`config.mk`:
```
export PLATFORM = sky130hd
export DESIGN_NAME = uart8_tx_fifo_flat
export DESIGN_NICKNAME = d
export VERILOG_FILES = /design/src/rtl/uart8_tx_fifo_if.sv /design/src/rtl/uart8_tx_fifo.sv /design/src/flat_wrapper.sv
export SDC_FILE = /design/constraint.sdc
export NUM_CORES = 1
export LEC_CHECK = 0
export ABC_CLOCK_PERIOD_IN_PS = 10050
export CORE_UTILIZATION = 45
export CTS_CLUSTER_DIAMETER = 120
export DETAILED_ROUTE_END_ITERATION = 12
export PLACE_DENSITY = 0.67
export SLEW_MARGIN = 20
export SYNTH_ARGS = -nofsm -noshare
export SYNTH_HDL_FRONTEND = slang
export SYNTH_SLANG_ARGS = --single-unit
```
`constraint.sdc`:
```
create_clock -name clk -period 10.05 [get_ports clk]
set_input_delay 2.01 -clock clk [delete_from_list [all_inputs] [get_ports clk]]
set_output_delay 2.01 -clock clk [all_outputs]
set_load 0.02 [all_outputs]
```
`src/rtl/uart8_tx_fifo_if.sv`:
```
// rtl/uart8_tx_fifo_if.sv - push, status and Uart8 launch signals of the byte FIFO
interface uart8_tx_fifo_if #(
    parameter int DEPTH = 16
);
    localparam int CW = $clog2(DEPTH) + 1;

    logic          en;
    logic          wrEn;
    logic [7:0]    wrData;
    logic          full;
    logic          empty;
    logic [CW-1:0] count;
    logic          overflow;
    logic          txStart;
    logic [7:0]    txByte;
    logic          txBusy;
    logic          busy;

    // Producer / Uart8 side
    modport master (
        output en, wrEn, wrData, txBusy,
        input  full, empty, count, overflow, txStart, txByte, busy
    );

    // FIFO side
    modport slave (
        input  en, wrEn, wrData, txBusy,
        output full, empty, count, overflow, txStart, txByte, busy
    );
endinterface

```
`src/rtl/uart8_tx_fifo.sv`:
```
// rtl/uart8_tx_fifo.sv - byte FIFO feeding a Uart8 transmitter through a start/busy handshake
module uart8_tx_fifo #(
    parameter int DEPTH = 16    // power of two, at least 2
) (
    input  logic           clk,
    input  logic           reset,
    uart8_tx_fifo_if.slave bus
);
    localparam int AW = $clog2(DEPTH);
    localparam int CW = AW + 1;

    typedef enum logic [1:0] {
        IDLE  = 2'd0,
        START = 2'd1,
        SEND  = 2'd2
    } state_t;

    state_t        state_q, state_d;
    logic [AW-1:0] wr_ptr_q, wr_ptr_d;
    logic [AW-1:0] rd_ptr_q, rd_ptr_d;
    logic [CW-1:0] count_q, count_d;
    logic          overflow_q, overflow_d;
    logic          tx_start_q, tx_start_d;
    logic [7:0]    tx_byte_q, tx_byte_d;
    logic [7:0]    mem_q [DEPTH];

    logic full_w;
    logic empty_w;
    logic push;
    logic pop;

    assign full_w       = (count_q == CW'(DEPTH));
    assign empty_w      = (count_q == '0);

    assign bus.full     = full_w;
    assign bus.empty    = empty_w;
    assign bus.count    = count_q;
    assign bus.overflow = overflow_q;
    assign bus.txStart  = tx_start_q;
    assign bus.txByte   = tx_byte_q;
    assign bus.busy     = (state_q != IDLE);

    // Pointer/count bookkeeping; a push never looks at a same-cycle pop, so a full FIFO rejects it
    always_comb begin
        push       = bus.wrEn && !full_w;
        // Launch only from IDLE; txBusy must be low there, which also covers a frame left running across reset
        pop        = (state_q == IDLE) && bus.en && !empty_w && !bus.txBusy;
        wr_ptr_d   = push ? wr_ptr_q + AW'(1) : wr_ptr_q;
        rd_ptr_d   = pop  ? rd_ptr_q + AW'(1) : rd_ptr_q;
        overflow_d = bus.wrEn && full_w;
        count_d    = count_q;
        case ({push, pop})
            2'b10:   count_d = count_q + CW'(1);
            2'b01:   count_d = count_q - CW'(1);
            default: count_d = count_q;
        endcase
    end

    // Launch FSM: IDLE pops and raises txStart, START holds it until txBusy, SEND waits for the frame to end
    always_comb begin
        state_d    = state_q;
        tx_start_d = tx_start_q;
        tx_byte_d  = tx_byte_q;
        case (state_q)
            IDLE: begin
                if (pop) begin
                    state_d    = START;
                    tx_start_d = 1'b1;
                    tx_byte_d  = mem_q[rd_ptr_q];
                end
            end
            START: begin
                if (bus.txBusy) begin
                    state_d    = SEND;
                    tx_start_d = 1'b0;
                end
            end
            SEND: begin
                if (!bus.txBusy) begin
                    state_d = IDLE;
                end
            end
            default: begin
                state_d    = IDLE;
                tx_start_d = 1'b0;
            end
        endcase
    end

    // State registers with reset taking priority over push and launch
    always_ff @(posedge clk) begin
        if (reset) begin
            state_q    <= IDLE;
            wr_ptr_q   <= '0;
            rd_ptr_q   <= '0;
            count_q    <= '0;
            overflow_q <= 1'b0;
            tx_start_q <= 1'b0;
            tx_byte_q  <= 8'h00;
        end else begin
            state_q    <= state_d;
            wr_ptr_q   <= wr_ptr_d;
            rd_ptr_q   <= rd_ptr_d;
            count_q    <= count_d;
            overflow_q <= overflow_d;
            tx_start_q <= tx_start_d;
            tx_byte_q  <= tx_byte_d;
        end
    end

    // Byte storage; contents need no reset because the pointers and count define validity
    always_ff @(posedge clk) begin
        if (!reset && push) begin
            mem_q[wr_ptr_q] <= bus.wrData;
        end
    end
endmodule
```
`src/flat_wrapper.sv`:
```
// flat-port wrapper written by rule: the top's interface ports become plain ports
module uart8_tx_fifo_flat 
#(
    parameter int DEPTH = 16                               
)
  (clk, reset, bus_en, bus_wrEn, bus_wrData, bus_txBusy, bus_full, bus_empty, bus_count, bus_overflow, bus_txStart, bus_txByte, bus_busy);
  uart8_tx_fifo_if #(.DEPTH(DEPTH)) bus_i ();
  input  logic clk;
  input  logic reset;
  input wire logic [$bits(bus_i.en)-1:0] bus_en;
  input wire logic [$bits(bus_i.wrEn)-1:0] bus_wrEn;
  input wire logic [$bits(bus_i.wrData)-1:0] bus_wrData;
  input wire logic [$bits(bus_i.txBusy)-1:0] bus_txBusy;
  output wire logic [$bits(bus_i.full)-1:0] bus_full;
  output wire logic [$bits(bus_i.empty)-1:0] bus_empty;
  output wire logic [$bits(bus_i.count)-1:0] bus_count;
  output wire logic [$bits(bus_i.overflow)-1:0] bus_overflow;
  output wire logic [$bits(bus_i.txStart)-1:0] bus_txStart;
  output wire logic [$bits(bus_i.txByte)-1:0] bus_txByte;
  output wire logic [$bits(bus_i.busy)-1:0] bus_busy;
  assign bus_i.en = bus_en;
  assign bus_i.wrEn = bus_wrEn;
  assign bus_i.wrData = bus_wrData;
  assign bus_i.txBusy = bus_txBusy;
  assign bus_full = bus_i.full;
  assign bus_empty = bus_i.empty;
  assign bus_count = bus_i.count;
  assign bus_overflow = bus_i.overflow;
  assign bus_txStart = bus_i.txStart;
  assign bus_txByte = bus_i.txByte;
  assign bus_busy = bus_i.busy;
  uart8_tx_fifo #(.DEPTH(DEPTH)) u_core (.clk(clk), .reset(reset), .bus(bus_i));
endmodule
```
======== After elaboration in Yosys (flattened, before gate mapping) ========
Memories as Yosys holds them, arrays and structs flattened. A register that Yosys moved wholly into a read port is not among the register bits.
Cells that the tools add are included.
Widths: inputs -> output; s select.
cells by class
  bitwise logic cells ..................... 1
  muxes and demuxes ....................... 10
  $add $sub $neg .......................... 4
  eq/ne operators ......................... 8
  reductions and logical operators ........ 17
operators by type and width
  kind                 count
  $pmux 5 s2           1
  $add 4x1->4 const B  2
  $logic_and 1x1->1    6
  $mux 2               3
  $pmux 2 s3           1
  $reduce_and 3->1     2
  $add 5x1->5 const B  1
  $eq 5x5->1 const B   1
  $logic_not 5->1      1
  $sub 5x1->5 const B  1
  $eq 2x1->1 const B   2
  $eq 2x2->1 const B   2
  $logic_not 1->1      4
  $mux 1               4
  $ne 2x2->1 const B   2
  $reduce_bool 2->1    2
  $pmux 1 s3           1
  $logic_not 2->1      1
  $ne 2x1->1 const B   1
  $reduce_and 2->1     1
  $not 1->1            1
storage, ports and cells
  logic and storage cells ................. 47
  bits in registers ....................... 17
  output and inout bits ................... 18
  bits of input ports ..................... 13
  memories ................................ 1
  bits in writable memories ............... 128
memory list
  memory        depth  bits a word  rd ports  clocked after Yosys merged registers in  write ports  line                 RTL
  u_core.mem_q  16     8            1         1                                        1            uart8_tx_fifo.sv:25  logic [7:0] mem_q [DEPTH];

======== Longest topological paths before layout ========
Gate-level depths: netlist (run 1).
  depth in word-level cells ............... 6
  mapped depth ............................ 11
  depth with buffers taken out ............ 11

======== Worst setup path after synthesis (run 1) ========
No wires, ideal clock.
  path kind ............................... input-to-reg
  start point ............................. input port bus_txBusy
  end point ............................... register u_core.count_q[4], in the netlist u_core.bus.count[4]
  path slack .............................. 5.423 ns
  arrival ................................. 4.504 ns
  setup time .............................. 0.123 ns
  required time ........................... 9.927 ns
  cell stages on the path ................. 11
  path through ............................ or4b_4 -> a21oi_4 -> buf_2 -> ha_1 -> inv_1 -> fa_1 -> nor2b_1 -> o21ai_1 -> nand3_1 -> or3b_1 -> mux2_1
between the ends
  cells in the longest elaborated chain, start to end .. 4
RTL lines
  element                                                 line                  RTL
  start: declaration                                      flat_wrapper.sv:13    input wire logic [$bits(bus_i.txBusy)-1:0] bus_txBusy;
  $logic_not 1->1 (*)                                     uart8_tx_fifo.sv:47   pop = (state_q == IDLE) && bus.en && !empty_w && !bus.txBusy;
  $logic_and 1x1->1 (*)                                   uart8_tx_fifo.sv:47
  via u_core.pop                                          uart8_tx_fifo.sv:30   logic pop;
  $eq 2x1->1 / $eq 2x2->1 (equally long branches)         uart8_tx_fifo.sv:52   case ({push, pop})
  $pmux 5 s2 / $reduce_bool 2->1 (equally long branches)  -
  end signal: assignment                                  uart8_tx_fifo.sv:104  count_q <= count_d;
  end: declaration                                        uart8_tx_fifo.sv:21   logic [CW-1:0] count_q, count_d;
Mark *: on every way through the listed nets, which the timed path passes. The rest lies on a longest branch.
A chain may end at the register's enable or synchronous reset.

======== Worst setup path after layout (run 1) ========
  start point ............................. input port bus_txBusy
  end point ............................... register u_core.count_q[4], in the netlist u_core.bus.count[4]
between the ends
  cells in the longest elaborated chain, start to end .. 4
RTL lines
  element                                                 line
  $logic_not 1->1 (*)                                     uart8_tx_fifo.sv:47
  $logic_and 1x1->1 (*)                                   uart8_tx_fifo.sv:47
  $eq 2x1->1 / $eq 2x2->1 (equally long branches)         uart8_tx_fifo.sv:52
  $pmux 5 s2 / $reduce_bool 2->1 (equally long branches)  -
Mark *: on every way between the ends. The rest lies on a longest branch, timed or not.

==> impl_results.md, run 1 <==
* Count of H-tree levels built during CTS at 4
* Count of instances resized after the clock tree is built at 0
* Hold path depth at 2
* Cell at the root of the clock tree: sky130_fd_sc_hd__clkbuf_16
* Maximum operating frequency at 195 MHz
* Static Leakage at 2.27 nW
* Worst-margin pin slew at 928 ps
* Die ar. at 14100 sq um
* Number of antenna violations at the first check in global routing at 0
* Vias at 3421
* Number of DRC markers in iteration 0 at 242
* Detail Placement HPWL at 7590 um
* Number of buffers created by CTS at 17
* Clock tree from TritonCTS: done
* Area growth from synthesis to layout at 17.4%
* Multiplexer share of the synthesized area at 11.4%
* Number of synthesized register bits at 153
* Proportion of netlist area held by the largest area contributor at 62.5%
* WL per Instance at 19.3 um
* Dominant register cell in the synthesized netlist: sky130_fd_sc_hd__edfxtp_1
* Synth area leader: sky130_fd_sc_hd__edfxtp_1
* Sum of met2 wire segment lengths after detailed routing at 6030 um
* Max-slew violation count at 0
* Gr usage total at 18.6%
* Amount of wire on met3 after detailed routing at 683 um
* Max incr delay on CP at 550 ps
* Final Routed Wirelength at 12000 um
* RSZ-0062 raised after global routing: no
* Final Hold Violating Endpoints at 0
* Die Span X at 119 um
* Nets in the synthesized netlist at 419
* Clk_lat worst skew at 410 ps
* Final weighted congestion in routability-driven placement at 0.796
* Outcome: finished, final reports clean
* Sequential-to-total area share from yosys stat at 70.6%
* Wire length of the first global-routing pass at 19200 um
* Register Area at 4350 sq um
* Depth of the worst register-to-register path at 10
* First-pass iteration count of the detailed router at 5
* Synth Area in Simple Gates at 7.24%
* Average cell area after synthesis at 15.5 sq um
* Tcrit/Tclk final at 51.1%
* Critical path data required time at 10340 ps
* Crit path DAT at 5430 ps
* Share of the synthesized area in compound gates (AO/OA/AOI/OAI) at 5.11%
* Largest clock skew in the final design at 4.84 ps
* Critical path cell sequence: clkdlybuf4s50_1 > or4b_4 > a21oi_4 > ha_1 > inv_1 > fa_1 > nor2b_1 > o21ai_1 > nand3_1 > or3b_1 > mux2_1
* Via density per instance at 5.51
* Peak VDD IR at 0.116 mV
* Number of antenna-violating nets in the routed design at 0
* Hold Crit Class: reg -> reg
* Top area cells in the synthesized netlist: sky130_fd_sc_hd__edfxtp_1 (63%), sky130_fd_sc_hd__dfxtp_1 (8.1%), sky130_fd_sc_hd__mux2i_1 (7.2%)
* Final setup margin at 4920 ps
* Pin count of the biggest net entering global routing at 56
* CTS Hold Bufs at 0
* Metal-1 WL at 5100 um
* Critical Path Source Type: primary input
* Antenna cells at 0
* Number of setup violations in the final report at 0
* Count of unresolved DRC violations after routing at 0
* Worst Setup Slack post-DPL at 4520 ps
* Most repeated cell in the gate-level netlist after synthesis: sky130_fd_sc_hd__edfxtp_1
* Port Buffer Count at 30
* Ranking of synthesized cells by instance count: sky130_fd_sc_hd__edfxtp_1 (128), sky130_fd_sc_hd__mux2i_1 (44), sky130_fd_sc_hd__nor2_1 (42)
* Summed instance area of the synthesized netlist at 6150 sq um
* Final total power at 0.00152 W
* Count of synthesis-stage warnings from yosys at 0
* Maximum count of clock buffers along a single path at 2
* Post-CTS Setup Repair Bufs at 0
* Floorplan Core Area at 13300 sq um
* Summed negative setup slack over all endpoints at 0 ps
* Number of global-route vias before repair at 3528
* Number of distinct library cell variants in the gate-level netlist after synthesis at 42
* Dominant combinational cell family by area after synthesis: multiplexers
* Fill cell count at 1038
* CP Capture Type: flop
* Clock transition at path regs at 60 ps
* Final Critical Period at 5130 ps
* Total congestion overflow after global routing at 0
* MaxCap Viol Count at 0
* Site Rows at 42
* Clock sink total at 153
* Number of flops mapped to enable cells by yosys at 128
* Area taken by multi-input logic gates at 1670 sq um
* Area share of fa/ha/maj cells after synthesis at 2.16%
* Setup CP Type: in -> reg
* I/O pin count at 31
* Initial core utilization at 46.3%
* Highest metal layer with signal wires: met4
* Power density over cell area at 210 nW/um^2
* Share of flip-flops with an asynchronous set or reset at 0%
* Slowest cell on the critical path: sky130_fd_sc_hd__a21oi_4
* Max_slew headroom at 38.1%
* Maximum net fanout on the critical path at 23
* DIE HEIGHT at 119 um
* Post-synthesis share of cell area spent on xor and xnor gates at 1.28%
* Final-stage net count at 455
* Synth Instances at 396
* Share of final-layout standard cells stronger than drive strength 1 at 13.0%
-- power breakdown --
group / switching, W / internal [W] / total, W
sequential: 0.0000155 / 0.000704 / 0.000719
clock: 0.000247 / 0.000392 / 0.000640
combinational: 0.0000911 / 0.0000688 / 0.000160
total: 0.000354 / 0.00117 / 0.00152
-- placed cells by master (no fill, tap or decap), types with 4 or more instances in the layout --
| master | netlist | layout |
|---|---|---|
| sky130_fd_sc_hd__edfxtp_1 | 128 | 128 |
| sky130_fd_sc_hd__dfxtp_1 | 25 | 24 |
| sky130_fd_sc_hd__inv_6 | 0 | 4 |
| sky130_fd_sc_hd__o22ai_1 | 21 | 21 |
| sky130_fd_sc_hd__clkdlybuf4s50_1 | 0 | 30 |
| sky130_fd_sc_hd__a21oi_1 | 7 | 7 |
| sky130_fd_sc_hd__nor3_1 | 13 | 13 |
| sky130_fd_sc_hd__nand2_1 | 22 | 22 |
| sky130_fd_sc_hd__buf_4 | 4 | 7 |
| sky130_fd_sc_hd__inv_1 | 7 | 7 |
| sky130_fd_sc_hd__mux4_2 | 11 | 11 |
| sky130_fd_sc_hd__o21ai_1 | 4 | 4 |
| sky130_fd_sc_hd__xor2_1 | 5 | 5 |
| sky130_fd_sc_hd__nor2_1 | 42 | 42 |
| sky130_fd_sc_hd__ha_1 | 9 | 9 |
| sky130_fd_sc_hd__a311oi_2 | 4 | 4 |
| sky130_fd_sc_hd__xnor2_1 | 4 | 4 |
| sky130_fd_sc_hd__mux2i_1 | 44 | 44 |
| sky130_fd_sc_hd__clkbuf_16 | 0 | 17 |
-- final timing paths --
path / end / slack [ps] / from
worst min-delay path: u_core.bus.txStart / 490 / u_core.bus.txStart
worst min register to register: u_core.bus.txStart / 490 / u_core.bus.txStart
worst max register to register: u_core.bus.count[4] / 6590 / u_core.state_q[1]
worst max-delay path: u_core.bus.count[4] / 4920 / bus_txBusy
-- metrics by stage --
| step | hold slack [ps] | instance area (sq um) | instances | utilization [%] |
|---|---|---|---|---|
| 6_report | 486 | 7220 | 621 | 54.3 |
| 5_1_grt | 539 | 7220 | 621 | 54.3 |
| 4_1_cts | 496 | 7220 | 621 | 54.3 |
| 3_5_place_dp | 481 | 6620 | 589 | 49.8 |
| 3_3_place_gp | 471 | 6620 | 589 | 49.8 |
| 2_1_floorplan | 482 | 6150 | 396 | - |
-- cell type report --
class | instances | area share (%)
flip-flops and latches | 153 | 60.2
clock inverters | 14 | 2.36
clock buffers | 18 | 5.95
inverters | 8 | 0.416
well taps | 176 | 3.05
repair buffers | 37 | 4.89
multi-input cells | 215 | 23.1
-- worst max-delay path, delay by kind of cell --
kind                       cells  cell delay [ps]
AOI/OAI and AO/OA              2              650
buffers and inverters          2              560
and+or+nand+nor                4             1140
adders and majority gates      2              750
muxes                          1              310
-- kinds of logic (layout without fill, tap and decap cells) --
kind of cell	Yosys count	after routing
simple gates	96	96
mux	56	56
buf+inv	28	77
flops	153	153
fa+ha+maj	10	10
xor+xnor	9	9
compound gates	44	44
-- sequential cells by signal, indices dropped and copies added, names as in the netlist --
register             count
u_core.rd_ptr_q          4
u_core.bus.overflow      1
u_core.bus.count         5
u_core.wr_ptr_q          4
u_core.bus.txByte        8
u_core.mem_q           128
u_core.state_q           2
u_core.bus.txStart       1
-- layer usage --
metal / track usage (%) / up-vias
li1: - / 1578
met3: 4.17 / 15
met4: 7.91 / 0
met5: 0 / -
met1: 23.6 / 1715
met2: 30.7 / 113
No activity file was read; power rests on OpenSTA's default activity.
==> inputs of run 2 (changes only) <==
--- a/config.mk
+++ b/config.mk
@@ -5,7 +5,7 @@
 export SDC_FILE = /design/constraint.sdc
 export NUM_CORES = 1
 export LEC_CHECK = 0
-export ABC_CLOCK_PERIOD_IN_PS = 10050
+export ABC_CLOCK_PERIOD_IN_PS = 5100
 export CORE_UTILIZATION = 45
 export CTS_CLUSTER_DIAMETER = 120
 export DETAILED_ROUTE_END_ITERATION = 12
==> constraint.sdc (replaced) <==
create_clock -name clk -period 5.1 [get_ports clk]
set_input_delay 1.02 -clock clk [delete_from_list [all_inputs] [get_ports clk]]
set_output_delay 1.02 -clock clk [all_outputs]
set_load 0.02 [all_outputs]
==> run 2 against run 1 <==
Against the previous run:
- combinational power is 99% higher
- count of clock-buffer cells in the layout is 2 higher
- final area is 0.21% lower
- clock power is 91% higher
==> impl_results.md, run 2 (synthesis results as in run 1) <==
* Outcome: finished, final reports clean
* Summed negative setup slack over all endpoints at 0 ps (unchanged)
* Number of global-route vias before repair at 3480 (-1.4%)
* Kind of cell adding the most delay to the critical path: simple AND/OR/NAND/NOR gates
* Final setup margin at 1540 ps (-3370 ps)
* RSZ-0062 raised after global routing: no
* Floorplan Core Area at 13300 sq um (unchanged)
* Clk_lat worst skew at 420 ps (about the same)
* WL per Instance at 19.4 um (+0.24%)
* Max-slew violation count at 0 (unchanged)
* Highest metal layer with signal wires: met4
* Number of setup violations in the final report at 0 (unchanged)
* Number of buffer and inverter instances along the worst setup path at 2 (unchanged)
* Number of antenna-violating nets in the routed design at 0 (unchanged)
* Commonest cells after routing, fill and taps aside: sky130_fd_sc_hd__edfxtp_1 (128), sky130_fd_sc_hd__mux2i_1 (44), sky130_fd_sc_hd__nor2_1 (42)
* Slowest cell on the critical path: sky130_fd_sc_hd__or4b_4
* Cell at the root of the clock tree: sky130_fd_sc_hd__clkbuf_16
* First-pass iteration count of the detailed router at 5 (unchanged)
* Final weighted congestion in routability-driven placement at 0.842 (+5.8%)
* CTS Hold Bufs at 0 (unchanged)
* Final total power at 0.00296 W (+95%)
* Count of unresolved DRC violations after routing at 0 (unchanged)
* CP Capture Type: flop
* Final-stage net count at 456 (+0.22%)
* Hold Crit Class: reg -> reg
* DIE HEIGHT at 119 um (unchanged)
* Metal-1 WL at 5600 um (+9.8%)
* Final Critical Period at 3560 ps
* Maximum net fanout on the critical path at 4 (-83%)
* Gr usage total at 18.7% (+0.17 points)
* Tcrit/Tclk final at 69.8%
* Critical path data required time at 5410 ps (-4930 ps)
* Power density over cell area at 411 nW/um^2 (+95%)
* Die Span X at 119 um (unchanged)
* Number of DRC markers in iteration 0 at 277 (+14%)
* Peak VDD IR at 0.241 mV (+110%)
* Pin count of the biggest net entering global routing at 36 (-36%)
* Worst-margin pin slew at 1050 ps (+117 ps)
* Critical Path Source Type: primary input
* Leading cell type in the layout, fill and taps excluded: sky130_fd_sc_hd__edfxtp_1
* Sum of met2 wire segment lengths after detailed routing at 5720 um (-5.2%)
* Register with the most flip-flops: u_core.mem_q
* Port Buffer Count at 30 (unchanged)
* MaxCap Viol Count at 0 (unchanged)
* Site Rows at 42 (unchanged)
* Crit path DAT at 3860 ps (-1570 ps)
* Clock tree from TritonCTS: done
* Maximum count of clock buffers along a single path at 2 (unchanged)
* Detail Placement HPWL at 7660 um (+0.90%)
* Share of final-layout standard cells stronger than drive strength 1 at 12.8% (-0.25 points)
* Die ar. at 14100 sq um (unchanged)
* I/O pin count at 31 (unchanged)
* Post-CTS Setup Repair Bufs at 0 (unchanged)
* Count of instances resized after the clock tree is built at 0 (unchanged)
* Clock transition at path regs at 60 ps (about the same)
* Max_slew headroom at 30.3% (-7.8 points)
* Largest clock skew in the final design at 6.59 ps (+1.75 ps)
* Maximum operating frequency at 281 MHz
* Total congestion overflow after global routing at 0 (unchanged)
* Count of H-tree levels built during CTS at 4 (unchanged)
* Area growth from synthesis to layout at 17.1%
* Via density per instance at 5.44 (-1.2%)
* Worst Setup Slack post-DPL at 1120 ps (-3390 ps)
* Clock sink total at 153 (unchanged)
* Flip-flop count of the largest register, all copies and words added at 128 (unchanged)
* Initial core utilization at 46.3% (unchanged)
* Antenna cells at 0 (unchanged)
* Wire length of the first global-routing pass at 19300 um (+0.54%)
* Vias at 3384 (-1.1%)
* Max incr delay on CP at 520 ps (-30 ps)
* Number of buffers created by CTS at 17 (unchanged)
* Amount of wire on met3 after detailed routing at 465 um (-32%)
* Critical path cell sequence: clkdlybuf4s50_1 > or4b_4 > a21oi_4 > ha_1 > inv_1 > fa_1 > nor2b_1 > o21ai_1 > nand3_1 > or3b_1 > mux2_1
* Final Routed Wirelength at 12000 um (+0.40%)
* Final Hold Violating Endpoints at 0 (unchanged)
* Number of antenna violations at the first check in global routing at 0 (unchanged)
* Setup CP Type: in -> reg
* Static Leakage at 2.25 nW (-0.79%)
## run 2: cell count changes in the layout (fill, tap and decap cells not counted)
cell / change
sky130_fd_sc_hd__clkinvlp_4: +2
sky130_fd_sc_hd__bufinv_16: -1
sky130_fd_sc_hd__clkbuf_1: +2
sky130_fd_sc_hd__buf_4: +1
sky130_fd_sc_hd__clkinv_2: -3
## run 2: per-stage QoR
stage          utilization, %  cell area [sq um]  hold WS [ps]  cells
6_report                 54.2               7200           497    622
5_1_grt                  54.2               7200           535    622
4_1_cts                  54.2               7200           503    622
3_5_place_dp             49.8               6630           495    590
3_3_place_gp             49.8               6630           471    590
2_1_floorplan               -               6150           482    396
## run 2: worst reg2reg max path, cell delays in order, from the launching register on
cell and delay [ps]:
sky130_fd_sc_hd__dfxtp_1 380, sky130_fd_sc_hd__nor4_2 480, sky130_fd_sc_hd__a21boi_1 270, sky130_fd_sc_hd__inv_2 130, sky130_fd_sc_hd__ha_1 230, sky130_fd_sc_hd__inv_1 100
sky130_fd_sc_hd__fa_1 390, sky130_fd_sc_hd__nor2b_1 180, sky130_fd_sc_hd__o21ai_1 100, sky130_fd_sc_hd__nand3_1 80, sky130_fd_sc_hd__or3b_1 350, sky130_fd_sc_hd__mux2_1 310
## run 2: final timing paths
check	from	endpoint	slack [ps]	depth (start not counted)
max	bus_txBusy	u_core.bus.count[4]	1540	11
min	u_core.bus.txStart	u_core.bus.txStart	500	2
max reg2reg	u_core.bus.count[0]	u_core.bus.count[4]	2000	11
min reg2reg	u_core.bus.txStart	u_core.bus.txStart	500	2
## run 2: metal layers
| metal | track usage [%] | vias up |
|---|---|---|
| li1 | - | 1588 |
| met1 | 24.5 | 1689 |
| met2 | 29.3 | 85 |
| met3 | 4.69 | 22 |
| met4 | 8.94 | 0 |
| met5 | 0 | - |
## run 2: cell type report
type / instances / area, sq um
clock buffer: 20 / 437
clock inverter: 12 / 140
fill: 1038 / 6090
inverter: 8 / 30.0
multi-input combinational: 215 / 1670
sequential: 153 / 4350
tap: 176 / 220
timing repair buffer: 38 / 360
## run 2: power by group
part	internal [W]	total (W)	switching, W	leakage (nW)
clock	0.000727	0.00122	0.000498	0.274
sequential	0.00139	0.00141	0.0000275	1.36
combinational	0.000137	0.000319	0.000181	0.622
total	0.00225	0.00296	0.000707	2.25
